<file path="src/rtl/proc_pkg.sv">
// Shared types and instruction-field positions for the multi-cycle processor.
// Imported by the core and its register file.
package proc_pkg;

   typedef enum logic [3:0] {
      OP_NOOP  = 4'd0,
      OP_STORE = 4'd1,
      OP_LOAD  = 4'd2,
      OP_ADD   = 4'd3,
      OP_SUB   = 4'd4,
      OP_HALT  = 4'd5,
      OP_LDI   = 4'd6,
      OP_BRZ   = 4'd7
   } opcode_t;

   typedef enum logic [3:0] {
      S_INIT   = 4'd0,
      S_FETCH  = 4'd1,
      S_DECODE = 4'd2,
      S_NOOP   = 4'd3,
      S_LOAD_A = 4'd4,
      S_LOAD_B = 4'd5,
      S_STORE  = 4'd6,
      S_ADD    = 4'd7,
      S_SUB    = 4'd8,
      S_HALT   = 4'd9,
      S_LDI    = 4'd10,
      S_BRZ    = 4'd11
   } state_t;

   typedef enum logic [1:0] {
      ALU_ADD,
      ALU_SUB,
      ALU_PASS_A,
      ALU_ZERO
   } alu_op_t;

   localparam int OP_MSB    = 15;
   localparam int OP_LSB    = 12;
   localparam int RA_MSB    = 11;
   localparam int RA_LSB    = 8;
   localparam int RB_MSB    = 7;
   localparam int RB_LSB    = 4;
   localparam int RD_MSB    = 3;
   localparam int RD_LSB    = 0;
   localparam int IMM_MSB   = 11;
   localparam int IMM_LSB   = 4;
   localparam int SADDR_MSB = 7;
   localparam int SADDR_LSB = 0;
   localparam int LADDR_MSB = 11;
   localparam int LADDR_LSB = 4;

   function automatic opcode_t ir_opcode(input logic [15:0] ir);
      return opcode_t'(ir[OP_MSB:OP_LSB]);
   endfunction

   // Unassigned opcodes 8..15 fall through to the NOOP state.
   function automatic state_t dispatch(input opcode_t op);
      state_t s;
      case (op)
         OP_STORE: s = S_STORE;
         OP_LOAD:  s = S_LOAD_A;
         OP_ADD:   s = S_ADD;
         OP_SUB:   s = S_SUB;
         OP_HALT:  s = S_HALT;
         OP_LDI:   s = S_LDI;
         OP_BRZ:   s = S_BRZ;
         default:  s = S_NOOP;
      endcase
      return s;
   endfunction

endpackage

</file>
<file path="src/rtl/proc_regfile.sv">
// 16 x DW register file: two combinational read ports, one synchronous write port.
// A write in cycle n is visible on the read ports in cycle n+1.
module proc_regfile
   import proc_pkg::*;
#(
   parameter int DW = 16
) (
   input  logic          clk,
   input  logic          Reset,
   input  logic [3:0]    ra_addr,
   input  logic [3:0]    rb_addr,
   output logic [DW-1:0] ra_data,
   output logic [DW-1:0] rb_data,
   input  logic          we,
   input  logic [3:0]    wr_addr,
   input  logic [DW-1:0] wr_data
);

   logic [DW-1:0] regs_q [16];
   logic [DW-1:0] regs_d [16];

   // NOTE: every always_comb output gets a default first so no path leaves it unassigned (no latch).
   always_comb begin
      regs_d = regs_q;
      if (we) begin
         regs_d[wr_addr] = wr_data;
      end
   end

   // NOTE: the array is built from flops, not a RAM macro, so a full asynchronous clear is legal here.
   always_ff @(posedge clk or posedge Reset) begin
      if (Reset) begin
         regs_q <= '{default: '0};
      end else begin
         // NOTE: non-blocking assignment keeps every flop updating from pre-edge values.
         regs_q <= regs_d;
      end
   end

   assign ra_data = regs_q[ra_addr];
   assign rb_data = regs_q[rb_addr];

endmodule

</file>
<file path="src/rtl/multicycle_processor.sv">
// Multi-cycle 16-bit-instruction core: FSM control, PC/IR, ALU and register file,
// with req/ack handshakes to external instruction and data memories.
module multicycle_processor
   import proc_pkg::*;
#(
   parameter int DW   = 16,
   parameter int PC_W = 7
) (
   input  logic            clk,
   input  logic            Reset,
   output logic            imem_req,
   output logic [PC_W-1:0] imem_addr,
   input  logic [15:0]     imem_rdata,
   input  logic            imem_ack,
   output logic            dmem_req,
   output logic            dmem_we,
   output logic [7:0]      dmem_addr,
   output logic [DW-1:0]   dmem_wdata,
   input  logic [DW-1:0]   dmem_rdata,
   input  logic            dmem_ack,
   output logic            halted,
   output logic [15:0]     IR_Out,
   output logic [PC_W-1:0] PC_Out,
   output logic [3:0]      State,
   output logic [3:0]      NextState,
   output logic [DW-1:0]   ALU_A,
   output logic [DW-1:0]   ALU_B,
   output logic [DW-1:0]   ALU_Out
);

   state_t          state_q, state_d;
   logic [PC_W-1:0] pc_q, pc_d;
   logic [15:0]     ir_q, ir_d;
   logic [DW-1:0]   ld_q, ld_d;

   opcode_t         op;
   alu_op_t         alu_op;
   logic [DW-1:0]   alu_a, alu_b, alu_out;
   logic            rf_we;
   logic [3:0]      rf_waddr;
   logic [DW-1:0]   rf_wdata;

   assign op = ir_opcode(ir_q);

   proc_regfile #(.DW(DW)) u_regfile (
      .clk     (clk),
      .Reset   (Reset),
      .ra_addr (ir_q[RA_MSB:RA_LSB]),
      .rb_addr (ir_q[RB_MSB:RB_LSB]),
      .ra_data (alu_a),
      .rb_data (alu_b),
      .we      (rf_we),
      .wr_addr (rf_waddr),
      .wr_data (rf_wdata)
   );

   always_comb begin
      alu_op = ALU_ZERO;
      case (state_q)
         S_ADD:         alu_op = ALU_ADD;
         S_SUB:         alu_op = ALU_SUB;
         S_STORE, S_BRZ: alu_op = ALU_PASS_A;
         default:       alu_op = ALU_ZERO;
      endcase
   end

   always_comb begin
      alu_out = '0;
      case (alu_op)
         ALU_ADD:    alu_out = alu_a + alu_b;
         ALU_SUB:    alu_out = alu_a - alu_b;
         ALU_PASS_A: alu_out = alu_a;
         default:    alu_out = '0;
      endcase
   end

   always_comb begin
      state_d  = state_q;
      pc_d     = pc_q;
      ir_d     = ir_q;
      ld_d     = ld_q;
      rf_we    = 1'b0;
      rf_waddr = ir_q[RD_MSB:RD_LSB];
      rf_wdata = alu_out;
      case (state_q)
         S_INIT: state_d = S_FETCH;
         S_FETCH: begin
            if (imem_ack) begin
               ir_d    = imem_rdata;
               pc_d    = pc_q + PC_W'(1);
               state_d = S_DECODE;
            end
         end
         S_DECODE: state_d = dispatch(op);
         S_NOOP:   state_d = S_FETCH;
         S_LOAD_A: begin
            if (dmem_ack) begin
               ld_d    = dmem_rdata;
               state_d = S_LOAD_B;
            end
         end
         S_LOAD_B: begin
            rf_we    = 1'b1;
            rf_wdata = ld_q;
            state_d  = S_FETCH;
         end
         S_STORE: begin
            if (dmem_ack) begin
               state_d = S_FETCH;
            end
         end
         S_ADD, S_SUB: begin
            rf_we   = 1'b1;
            state_d = S_FETCH;
         end
         S_LDI: begin
            rf_we    = 1'b1;
            rf_wdata = DW'(ir_q[IMM_MSB:IMM_LSB]);
            state_d  = S_FETCH;
         end
         S_BRZ: begin
            if (alu_a == '0) begin
               pc_d = ir_q[PC_W-1:0];
            end
            state_d = S_FETCH;
         end
         S_HALT:  state_d = S_HALT;
         default: state_d = S_INIT;
      endcase
   end

   always_ff @(posedge clk or posedge Reset) begin
      if (Reset) begin
         state_q <= S_INIT;
         pc_q    <= '0;
         ir_q    <= '0;
         ld_q    <= '0;
      end else begin
         state_q <= state_d;
         pc_q    <= pc_d;
         ir_q    <= ir_d;
         ld_q    <= ld_d;
      end
   end

   // Bus strobes decode straight from state_q so an asynchronous reset drops them at once.
   always_comb begin
      imem_req   = (state_q == S_FETCH);
      dmem_req   = (state_q == S_LOAD_A) || (state_q == S_STORE);
      dmem_we    = (state_q == S_STORE);
      halted     = (state_q == S_HALT);
      dmem_addr  = '0;
      dmem_wdata = '0;
      if (state_q == S_STORE) begin
         dmem_addr  = ir_q[SADDR_MSB:SADDR_LSB];
         dmem_wdata = alu_a;
      end else if (state_q == S_LOAD_A) begin
         dmem_addr  = ir_q[LADDR_MSB:LADDR_LSB];
      end
   end

   assign imem_addr = pc_q;
   assign IR_Out    = ir_q;
   assign PC_Out    = pc_q;
   assign State     = state_q;
   assign NextState = state_d;
   assign ALU_A     = alu_a;
   assign ALU_B     = alu_b;
   assign ALU_Out   = alu_out;

endmodule

</file>
<file path="config.mk">
export PLATFORM = sky130hd
export DESIGN_NAME = multicycle_processor
export DESIGN_NICKNAME = d
export VERILOG_FILES = /design/src/rtl/proc_pkg.sv /design/src/rtl/proc_regfile.sv /design/src/rtl/multicycle_processor.sv
export SDC_FILE = /design/constraint.sdc
export NUM_CORES = 1
export LEC_CHECK = 0
export BUFFER_PORTS_ARGS = -buffer_cell sky130_fd_sc_hd__buf_2
export CAP_MARGIN = 20
export CORE_ASPECT_RATIO = 1.5
export CORE_UTILIZATION = 35
export DETAILED_ROUTE_END_ITERATION = 12
export PLACE_DENSITY = 0.63
export SETUP_SLACK_MARGIN = 0.15
export SLEW_MARGIN = 40
export SYNTH_ARGS = -nofsm -noshare
export SYNTH_HDL_FRONTEND = slang
export SYNTH_SLANG_ARGS = --single-unit
</file>
<file path="constraint.sdc">
create_clock -name clk -period 15.1 [get_ports clk]
set_clock_uncertainty 0.1 [all_clocks]
set_input_delay 0.755 -clock clk [delete_from_list [all_inputs] [get_ports clk]]
set_output_delay 0.755 -clock clk [all_outputs]
set_load 0.1 [all_outputs]
</file>
Word level (Yosys, flattened, before mapping)
Cells that the tools add are included.
{ "totals": {"reg_bits": 299, "latchBits": 0, "mem_bits_rw": 0, "mem_bits_ro": 0, "inputBits": 36, "out_inout_bits": 114, "wordCells": 88, "memories": 0} }
{ "op_classes": {"n_addsub": 3, "multipliers": 0, "div": 0, "magnitude_cmp": 4, "n_eq_ne": 22, "shift": 0, "muxes": 24, "bitwise_logic": 3, "reduce_logical": 12} }
{ "op_table": {"columns": ["cell", "count"], "rows": [
  ["bitwise mux 256 bit", 1],
  ["binary-select mux 16 bit (select 4 bit)", 2],
  ["two-way mux 16 bit", 6],
  ["demux 16 bit (select 4 bit)", 1],
  ["case mux 16 bit (3 select lines)", 1],
  ["== test 4 x 3 -> 1 bit (second input constant)", 8],
  ["case mux 16 bit (2 select lines)", 1],
  ["case mux 4 bit (7 select lines)", 1],
  ["case mux 4 bit (6 select lines)", 1],
  ["adder 16 bit", 1],
  ["== test 4 x 2 -> 1 bit (second input constant)", 4],
  ["== test 4 bit (second input constant)", 4],
  ["logical NOT 16 bit", 1],
  ["two-way mux 8 bit", 2],
  ["subtractor 16 bit", 1],
  [">= comparator 5 bit (second input constant)", 3],
  ["NOT 4 -> 5 bit", 3],
  ["two-way mux 7 bit", 2],
  ["case mux 7 bit (2 select lines)", 1],
  ["two-way mux 4 bit", 3],
  ["== test 4 x 1 -> 1 bit (second input constant)", 2],
  ["adder 7 x 1 -> 7 bit (second input constant)", 1],
  ["OR reduction 7 bit", 1],
  ["case mux 2 bit (3 select lines)", 1],
  ["other kinds (15)", 16]
]} }

Logic depth before layout (Yosys ltp)
{ "depth": {"word_depth": 8, "ltp_mapped": 23, "mapped_depth_nobuf": 19} }

By module
Synthesis repeated with hierarchy kept, for this count alone.
{ "unflattened": {"cells_unflattened": 1267, "area_unflattened_um2": 17175.2} }
{ "by_module_without_submodules": {"columns": ["module", "instances", "cells_each", "area_per_inst_um2", "seq_area_each_um2"], "rows": [
  ["proc_regfile", 1, 852, 13487.9, 6406.1],
  ["multicycle_processor", 1, 415, 3687.3, 1076.0]
]} }

Worst setup path after synthesis
No wires, ideal clock.
{ "synth_path": {"path_kind": "register to output", "from": "reg ir_q[4], in the netlist IR_Out[4]", "to": "out ALU_Out[13]", "t_arrival_ns": 8.590, "t_required_ns": 14.245, "setup_slack_ns": 5.655, "stages_incl_launch_ff": 18, "n_path_buf": 2, "cell_sequence": "dfrtp_1 > buf_2 > buf_4 > mux4_2 > a22oi_1 > nand2_1 > nor4_1 > inv_1 > nor3_1 > a21oi_1 > xnor2_1 > ha_1 > o21ai_0 > a221oi_1 > o211ai_1 > a21boi_0 > o21ai_0 > o311ai_0"} }
{ "synth_via": {"elab_chain_len": 6} }
{ "synth_lines": {"columns": ["item", "line_no", "rtl"], "rows": [
  ["start, declared", "multicycle_processor.sv:33", "logic [15:0] ir_q, ir_d;"],
  ["start signal, assigned", "multicycle_processor.sv:141", "ir_q <= ir_d;"],
  ["NOT 4 -> 5 bit (not written as such) *", "proc_regfile.sv:41", "assign rb_data = regs_q[rb_addr];"],
  ["binary-select mux 16 bit (select 4 bit) *", "proc_regfile.sv:41", null],
  ["two-way mux 16 bit (not written as such) * (2 in series)", "proc_regfile.sv:41", null],
  ["named net ALU_B[1]", "multicycle_processor.sv:27", "output logic [DW-1:0] ALU_B,"],
  ["subtractor 16 bit / adder 16 bit (equally long branches)", "multicycle_processor.sv:71, multicycle_processor.sv:70", null],
  ["case mux 16 bit (3 select lines) *", "multicycle_processor.sv:69", "case (alu_op)"],
  ["end, declared", "multicycle_processor.sv:28", "output logic [DW-1:0] ALU_Out"]
]} }
The timed path passes the listed nets; every way through them passes the cells marked *. The select of a mux whose other input is x is not followed.

Worst setup path in the final report
{ "layout_path": {"from": "reg ir_q[4], in the netlist IR_Out[4]", "to": "out ALU_Out[13]"} }
{ "layout_via": {"elab_chain_len": 6} }
{ "layout_lines": {"columns": ["item", "line_no"], "rows": [
  ["NOT 4 -> 5 bit (not written as such) *", "proc_regfile.sv:41"],
  ["binary-select mux 16 bit (select 4 bit) *", "proc_regfile.sv:41"],
  ["two-way mux 16 bit (not written as such) * (2 in series)", "proc_regfile.sv:41"],
  ["subtractor 16 bit / adder 16 bit (equally long branches)", "multicycle_processor.sv:71, multicycle_processor.sv:70"],
  ["case mux 16 bit (3 select lines) *", "multicycle_processor.sv:69"]
]} }
Every way passes the cells marked *; elsewhere a longest branch is shown, timed or not. The select of a mux whose other input is x is not followed.

==> key figures <==
GRT
  – Vias in the first global route: 12600
  – First-pass GRT wire length: approximately 74000 um
  – GRT Residual Overflow: 0
  – Largest net degree at the start of global routing: 124
  – Tot GR Track Use: 20.8%
  – Initial antenna violation count: 0

Clocking
  – TritonCTS Buffers: 27
  – Worst-path clk slew: about 0.07 ns
  – Clk root buf: clkbuf_16
  – Worst-case clock buffer depth: 3
  – CTS tree: built
  – H-tree Lvls: 1
  – Post-CTS Setup Bufs: 0
  – CTS resizes: 0
  – Clock latency on the worst-skew pair: 0.55 ns
  – CTS Hold Bufs: 0
  – Clk sinks: 299

STA
  – RSZ-0062 raised after global routing: false
  – Tmin final: 7.43 ns
  – Hold Vio Cnt, Final: 0
  – Final period utilization: 49.2%
  – Count of pins over their slew limit: 0
  – Final WS setup: 7.67 ns
  – Worst Tran Pin Value: 0.874 ns
  – Max frequency: roughly 130 MHz
  – TNS Setup: 0 ns
  – Final setup violating endpoints: 0
  – Slew headroom: 41.7%

Finish
  – Layout cell share with drive strength beyond 1: 27.7%
  – # diodes: 0
  – Fill cells: 4406
  – Multi-input combinational cell area: 8350 um^2
  – Layout area overhead: 13.7%
  – FF+latch area: roughly 7500 um^2
  – Final net count: 1631

Worst setup path
  – CP max stage cell: dfrtp_4
  – Cell family with most CP delay: compound AO/OA/AOI/OAI gates
  – Setup crit end kind: output port
  – CP Capture Point: ALU_Out[13]
  – Worst path arrival time: 6.58 ns
  – Crit Path Class: flop to output port
  – Worst setup startpoint: IR_Out[4]$_DFFE_PP0P_
  – Cells along the critical path: buf_6 -> mux4_2 -> a22oi_1 -> nand2_1 -> nor4_1 -> inv_1 -> nor3_1 -> a21oi_1 -> xnor2_1 -> ha_1 -> o21ai_0 -> a221oi_1 -> o211ai_1 -> a21boi_0 -> o21ai_0 -> o311ai_0 -> buf_2
  – Worst EP required: 14.24 ns
  – Reg2reg start: IR_Out[4]$_DFFE_PP0P_
  – Buf+Inv Stages, Crit Path: 3
  – Crit-path max cell delay: 0.74 ns
  – Reg2reg path depth: 19
  – CP Launch Type: flop
  – R2R Path End: u_regfile.regs_q[143]$_DFFE_PP0P_
  – Worst Path Max Fanout: 49
  – FF-to-FF setup slack: 8.66 ns
  – CP most frequent cell: o21ai_0
  – Worst path depth: 17

Logic synthesis
  – Yosys warnings: 0
  – Mapped cell area: approximately 16000 um^2
  – Library cells used by synthesis: 65
  – Register bit total from synthesis: 299
  – Synth area leader: dfrtp_1
  – Post-Syn Nets: ~1500
  – Cells after Synth: between 1000 and 1500
  – Prevailing post-synth register cell: dfrtp_1
  – Fraction of the yosys area taken by sequential cells: 45.6%
  – Post-synth EDFFs: 0
  – Top cell type's share of synthesized area: 45.6%
  – Area contributors post-synth: dfrtp_1 46%, mux4_2 20%, o21ai_0 5.0%, nand2_1 4.6%, a21oi_1 3.9%
  – Share of synthesized registers carrying an async set or reset: 100%
  – Avg Cell Area, Syn: 11.0 um^2

Power and ir drop
  – Cell area power density: 225 nW/um^2
  – Net Sw Power: approximately 2 mW
  – Post-layout total power: 4.20 mW
  – P_int: between 2 and 2.5 mW
  – Leak: 8.17 nW
  – Combinational share of power: 55.2%
  – Sequential share of power: 27.6%
  – Clk pwr share: 17.2%
  – Peak VDD IR: 0.161 mV
  – Switching Fraction: 48.6%

Detailed routing
  – First-pass DRT Iterations: 5
  – Vias per cell: 5.71
  – WL final: 49200 um
  – Final ANT Viol Nets: 0
  – DRT iter0 DRCs: 929
  – DRC: 0
  – WL/cell: 22.5 um
  – Via count: 12500

Floorplan
  – Initial core utilization: around 36%
  – Io pins: 150
  – Core Box Area: 46000 um^2
  – # rows: 96
  – Die X: 179 um
  – Die area: 47800 um^2
  – Die Height: 267 um

Place
  – RD Place Congestion: 0.966
  – Post-DP HPWL: 32400 um
  – Post-Place Setup Slack: 8.29 ns
  – Port Buf Inserts: 149

Outcome
  – Status: finished, final reports clean

Run
  – Total of max-cap violations: 0

Hold path
  – Min-Delay Path Class: input pin to asynchronous set/reset pin
## layer usage
layer	GRT usage, %	vias up	share of wire [%]	routed length, um
met2	37.5	500	52	25700
met3	2.54	107	6.7	3310
met4	9.67	0	4.3	2100
li1	-	5611	-	-
met1	24.1	6236	37	18000
met5	0	-	0	0
## cell families after synthesis
kind of cell | synth area share (%)
flops | 45.6
fa+ha+maj | 1.49
buf+inv | 4.36
simple gates | 10.6
compound gates | 14.1
xor+xnor | 1.28
mux | 22.6
## worst min-delay path by stage
stage	startpoint	endpoint	slack, ns	cells after the start
finish	Reset	u_regfile.regs_q[251]$_DFFE_PP0P_	0.20	2
detailed placement	u_regfile.regs_q[210]$_DFFE_PP0P_	u_regfile.regs_q[210]$_DFFE_PP0P_	0.39	2
floorplan	u_regfile.regs_q[144]$_DFFE_PP0P_	u_regfile.regs_q[144]$_DFFE_PP0P_	0.36	2
global route	Reset	u_regfile.regs_q[43]$_DFFE_PP0P_	0.28	2
CTS	Reset	IR_Out[6]$_DFFE_PP0P_	0.25	2
global placement	u_regfile.regs_q[150]$_DFFE_PP0P_	u_regfile.regs_q[150]$_DFFE_PP0P_	0.37	2
## power by group through the flow
stage	clock network [mW]	logic, mW	registers [mW]
floorplan	0	1.69	1.30
global placement	0	2.27	1.15
detailed placement	0	2.30	1.17
CTS	0.733	2.31	1.15
global route	0.759	2.47	1.18
finish	0.721	2.32	1.16
## placed cells by master, fill, tap and decap left out, types with 27 or more instances in the layout
cell type	synthesis	layout
nand2_1	201	201
a21oi_1	128	127
o21ai_0	164	164
buf_4	15	36
mux2_2	32	32
clkbuf_16	0	27
nor2_1	134	130
mux4_2	145	145
a22oi_1	32	31
buf_2	16	149
dfrtp_1	299	295
## cell type report
class / instances / area share [%]
inverters: 22 / 0.509
repair buffers: 189 / 5.82
clock inverters: 7 / 0.637
clock buffers: 39 / 4.24
multi-input cells: 1037 / 44.7
flip-flops and latches: 299 / 40.1
well taps: 588 / 3.94
## Yosys cell counts, drive strengths merged (2+ instances only)
master  number
a21o         4
and3         3
o22ai        4
nor2b        9
nor3        11
mux2i        8
xnor2       16
o21a         6
o221ai       2
or3          5
a31oi        3
a22oi       32
buf         42
a21oi      129
o31ai        2
a22o        13
inv         22
a32o         2
o211ai       3
nand4b       2
nor4         6
xor2         8
ha          18
nand2      202
or2          4
a221oi      10
a211oi       4
clkbuf      93
mux4       145
and2        18
mux2        32
a221o        2
o21ai      170
dfrtp      299
nor2       134
nand3        8
nand2b       6
## stage by stage
step                      std cells  hold slack, ns  utilization [%]  area (um^2)
after global placement         2131           0.374             38.3        17600
after global routing           2181           0.278             40.6        18700
after floorplan                1493           0.361                -        16400
final                          2181           0.200             40.6        18700
after detailed placement       2134           0.387             38.6        17700
after CTS                      2180           0.255             40.6        18700
## registers in the layout, indices dropped and copies added, names as in the netlist
register and flops:
u_regfile.regs_q 256, IR_Out 16, ld_q 16, PC_Out 7
State 4
No activity file was read; power rests on OpenSTA's default activity.
